`config.mk`:
```
export PLATFORM = sky130hd
export DESIGN_NAME = lif_array
export DESIGN_NICKNAME = d
export VERILOG_FILES = /design/src/rtl/lif_array.sv
export SDC_FILE = /design/constraint.sdc
export NUM_CORES = 1
export LEC_CHECK = 0
export ABC_AREA = 0
export ABC_CLOCK_PERIOD_IN_PS = 9230
export CAP_MARGIN = 20
export CORE_AREA = 3 3 123 155
export CTS_CLUSTER_DIAMETER = 200
export DETAILED_ROUTE_END_ITERATION = 8
export DIE_AREA = 0 0 126 158
export DONT_BUFFER_PORTS = 1
export MAX_ROUTING_LAYER = met4
export SYNTH_ARGS = -nofsm -noshare
export SYNTH_HDL_FRONTEND = slang
export SYNTH_SLANG_ARGS = --single-unit
```
`constraint.sdc`:
```
create_clock -name clk -period 9.23 [get_ports clk]
set_input_delay 2.769 -clock clk [delete_from_list [all_inputs] [get_ports clk]]
set_output_delay 2.769 -clock clk [all_outputs]
set_load 0.05 [all_outputs]
```
`src/rtl/lif_array.sv`:
```
// Time-multiplexed array of leaky integrate-and-fire neurons.
// One neuron is serviced per enabled cycle; its results appear registered on the next cycle.
module lif_array #(
  parameter int N_NEURONS      = 8,
  parameter int WIDTH          = 8,
  parameter int LEAK_SHIFT     = 1,
  parameter int REFRAC         = 2,
  parameter int DEFAULT_THRESH = 127
) (
  input  logic                         clk,
  input  logic                         rst_n,
  input  logic                         en,
  input  logic [WIDTH-1:0]             current,
  input  logic                         cfg_we,
  input  logic [$clog2(N_NEURONS)-1:0] cfg_addr,
  input  logic [WIDTH-1:0]             cfg_thresh,
  output logic [N_NEURONS-1:0]         spike,
  output logic [WIDTH-1:0]             state_out,
  output logic [$clog2(N_NEURONS)-1:0] idx_out,
  output logic                         frame_done
);

  localparam int AW = $clog2(N_NEURONS);
  // A refractory counter must hold REFRAC itself; keep it at least one bit wide when REFRAC is 0.
  localparam int RW = (REFRAC > 0) ? $clog2(REFRAC + 1) : 1;

  logic [WIDTH-1:0]     r_state  [N_NEURONS];
  logic [WIDTH-1:0]     r_thresh [N_NEURONS];
  logic [RW-1:0]        r_refr   [N_NEURONS];
  logic [AW-1:0]        r_ptr;
  logic [N_NEURONS-1:0] r_spike;
  logic [WIDTH-1:0]     r_state_out;
  logic [AW-1:0]        r_idx_out;
  logic                 r_frame_done;

  logic [WIDTH:0]       w_sum;
  logic [WIDTH-1:0]     w_v;
  logic                 w_in_refr;
  logic                 w_fire;
  logic [WIDTH-1:0]     w_next_state;
  logic [RW-1:0]        w_next_refr;

  always_comb begin
    w_sum        = {1'b0, current} + {1'b0, (r_state[r_ptr] >> LEAK_SHIFT)};
    w_v          = w_sum[WIDTH] ? '1 : w_sum[WIDTH-1:0];
    w_in_refr    = (r_refr[r_ptr] != '0);
    w_fire       = 1'b0;
    w_next_state = '0;
    w_next_refr  = '0;
    if (w_in_refr) begin
      w_next_refr = r_refr[r_ptr] - RW'(1);
    end else if (w_v >= r_thresh[r_ptr]) begin
      w_fire      = 1'b1;
      w_next_refr = RW'(REFRAC);
    end else begin
      w_next_state = w_v;
    end
  end

  always_ff @(posedge clk) begin
    if (!rst_n) begin
      for (int unsigned i = 0; i < N_NEURONS; i++) begin
        r_state[i]  <= '0;
        r_refr[i]   <= '0;
        r_thresh[i] <= WIDTH'(DEFAULT_THRESH);
      end
      r_ptr        <= '0;
      r_spike      <= '0;
      r_state_out  <= '0;
      r_idx_out    <= '0;
      r_frame_done <= 1'b0;
    end else begin
      r_frame_done <= en && (r_ptr == AW'(N_NEURONS - 1));
      // Threshold write lands at the edge, so a same-cycle service still compares the old value.
      if (cfg_we) r_thresh[cfg_addr] <= cfg_thresh;
      if (en) begin
        r_state[r_ptr] <= w_next_state;
        r_refr[r_ptr]  <= w_next_refr;
        r_spike[r_ptr] <= w_fire;
        r_state_out    <= w_next_state;
        r_idx_out      <= r_ptr;
        r_ptr          <= r_ptr + AW'(1);
      end
    end
  end

  assign spike      = r_spike;
  assign state_out  = r_state_out;
  assign idx_out    = r_idx_out;
  assign frame_done = r_frame_done;

endmodule

```
==> metrics.yaml <==
outcome:
  status: "completed"
clock_tree:
  cts_tree: "built"
  holdBufCountCts: 0
  clk_latency_ps: 430
  cts_resized: 0
  cts_made_buffers: 17
  cts_setup_buffers: 0
  clk_pin_slew_ps: 60
  htreeDepth: 4
  cts_root_buf: "clkbuf_16"
  cts.sinks: 162
  clk_path_buf_depth: 2
finish:
  mostFrequentLayoutCell: "edfxtp_1"
  multiInputGateArea_sq_mm: 0.00278
  area.sequential_sq_mm: 0.00461
  most-common-layout-cells: "136 x edfxtp_1, 90 x nor2_1, 44 x or3_1"
  num-fill-cells: 1560
  layout-drive-gt1-share_pct: 19.6
  fin_nets: 609
  area_growth_syn_to_layout_pct: 11.8
  postLayoutCoreUtil_pct: 48.2
  num_antenna_cells: 0
yosys:
  synth_fa_ha_area_share_pct: 3.07
  synth_edf_count: 136
  synth_xor_area_share_pct: 0.347
  async_flop_share_pct: 0
  synthSimpleGateAreaFrac_pct: 14.8
  synth_top_area_share_pct: 53.9
  ys_ff_latch: 162
  synth_top_family_by_area: "simple AND/OR/NAND/NOR gates"
  synthFlopType: "edfxtp_1"
  synth_compound_area_share_pct: 5.35
  syn_nets: 602
  syn_area_sq_mm: 0.00757
  post-synth-top-area-cell: "edfxtp_1"
  ys_warn_count: 0
  netlist_instances: 561
  synth_mux_area_share_pct: 13.1
  synth_cell_types: 55
  synthTopCellsByArea: "edfxtp_1 54%, mux4_2 10%, dfxtp_1 6.9%, nor2_1 4.5%, or3_1 3.6%"
  avgSynthCellArea_sq_um: 13.5
  yosysSeqAreaShare_pct: 60.8
detailed_routing:
  first_pass_iters: 5
  dr.first_iter.drc_count: 390
  vias: 4597
  ant_nets: 0
  via_per_inst: 5.71
  drc: 0
  wl_per_cell_um: 21.5
  wirelength_um: 17300
worst_setup_path:
  cp.arrival_ps: 6230
  reg2reg_setup_slack_ps: 3480
  timing.rr.end: "r_state[2][4]$_SDFFCE_PN0P_"
  critPathCaptureType: "flip-flop"
  critPathMaxFanout: 8
  cp-startpoint: "current[0]"
  ff2ff_path_depth: 16
  crit_required_ps: 9490
  crit_type: "in2reg"
  startpoint_type: "primary input"
power_and_ir_drop:
  pwr-share-seq_pct: 47.0
  swShare_pct: 25.3
  switching_power_uw: 469
  power_uw: 1860
  power.density_mw_per_mm2: 219
  ir_worst_vdd_v: 0.000117
  p_int_uw: 1390
  p_comb_share_pct: 13.8
  p_leak_uw: 0.00283
  clock_power_share_pct: 39.3
flow_run:
  cap_violations: 0
floorplan:
  start_util_pct: 43.1
  die_area_sq_mm: 0.0199
  core-area_sq_mm: 0.0176
  num_rows: 54
  die_w_um: 126
  io_pins: 43
  die_height_um: 158
global_route:
  grt_pass1_vias: 4894
  grt_antenna_before_repair: 0
  grt_pass1_wl_um: 27500
  grt_start_max_net_pins: 39
  grt_overflow_total: 0
  grt_usage_pct: 18.9
sta:
  clock.fmax_mhz: 167
  rsz0062_at_grt: "no"
  final.period_utilization_pct: 64.7
  finalSetupTns_ps: 0
  setup_violations: 0
  slew_viol_final: 0
  final_hold_viol_count: 0
  max_slew.worst_pin.slew_ps: 892
  slew_headroom_pct: 40.4
  min_period_ps: 5970
  finalClockSkew_ps: 12.9
hold_path:
  hold_start: "r_ptr[0]$_SDFFE_PN0P_"
  hold_class: "reg2reg"
  min_path_cells: 2
placement:
  hpwlAfterDp_um: 12000
  port_buffers: 0
  gp_congestion: 0.831
==> synth_stat cells (3+ instances only) <==
master	number
o22ai_1	8
or3_1	44
nand2b_1	8
a32o_1	5
dfxtp_1	26
buf_6	3
nor3_1	10
nor2_1	90
a21oi_1	8
ha_1	17
o21ai_0	17
nor3b_1	4
or2_2	14
nor2b_1	5
nand2_1	20
mux4_2	34
inv_1	11
clkbuf_1	18
edfxtp_1	136
buf_1	4
a21o_1	3
buf_2	5
mux2i_1	14
nand3_2	4
mux2_2	8
xnor2_1	3
nand3_1	10
==> through the flow <==
step | setup WS, ps | hold WS (ps) | std cells | area (sq um)
floorplan | 3330 | 484 | 561 | 7570
finish | 3260 | 519 | 805 | 8470
detailed placement | 2870 | 510 | 773 | 7850
CTS | 3290 | 522 | 805 | 8470
global placement | 3020 | 505 | 773 | 7850
global route | 2970 | 553 | 805 | 8470
==> layer usage <==
layer | vias to the layer above | part of all wire, % | GRT usage, %
met5 | - | 0 | -
met4 | 0 | 2.4 | 6.59
met3 | 26 | 5.0 | 4.45
met2 | 131 | 54 | 33.3
met1 | 2299 | 39 | 21.1
li1 | 2141 | - | -
==> worst max path at each step <==
stage	depth (start not counted)	end
final	13	r_state[2][4]$_SDFFCE_PN0P_
after global routing	13	r_state[2][4]$_SDFFCE_PN0P_
after CTS	13	r_state[2][3]$_SDFFCE_PN0P_
after detailed placement	13	r_state[2][4]$_SDFFCE_PN0P_
after global placement	13	r_state[2][4]$_SDFFCE_PN0P_
after floorplan	13	r_state[6][3]$_SDFFCE_PN0P_
==> state kept, by name (all words and copies together), names as in the netlist, named ones only <==
| signal | count |
|---|---|
| state_out | 8 |
| r_state | 56 |
| idx_out | 3 |
| r_refr | 16 |
| r_ptr | 3 |
| frame_done | 1 |
| r_thresh | 64 |
| spike | 8 |
==> logic make-up after synthesis <==
group / Yosys count
xor gates and xnor gates: 3
DFF: 162
buffers and inverters: 43
adders and majority gates: 18
AOI/OAI and AO/OA: 59
and+or+nand+nor: 220
muxes: 56
==> area by class of cell <==
class,instances,share of cell area [%]
clock buffers,25,6.23
clock inverters,7,1.09
inverters,13,0.576
multi-input cells,356,32.8
flip-flops and latches,162,54.4
well taps,224,3.31
repair buffers,18,1.60
==> power by group through the flow <==
stage	registers (uW)	clock network, uW	logic [uW]
final	872	729	255
after global placement	885	0	250
after floorplan	876	0	197
after global routing	876	772	281
after CTS	872	738	257
after detailed placement	888	0	256
==> critical path, cell delays in order <==
cell and delay, ps:
ha_1 210, fa_1 410, a21o_1 220, a221oi_2 400, a2bb2oi_2 320, o2111ai_1 300, ha_1 290, a21o_1 150
a21oi_1 160, nor4bb_1 310, buf_4 220, nand3_1 260, nor2_1 210
(Power assumes the default switching activity.)
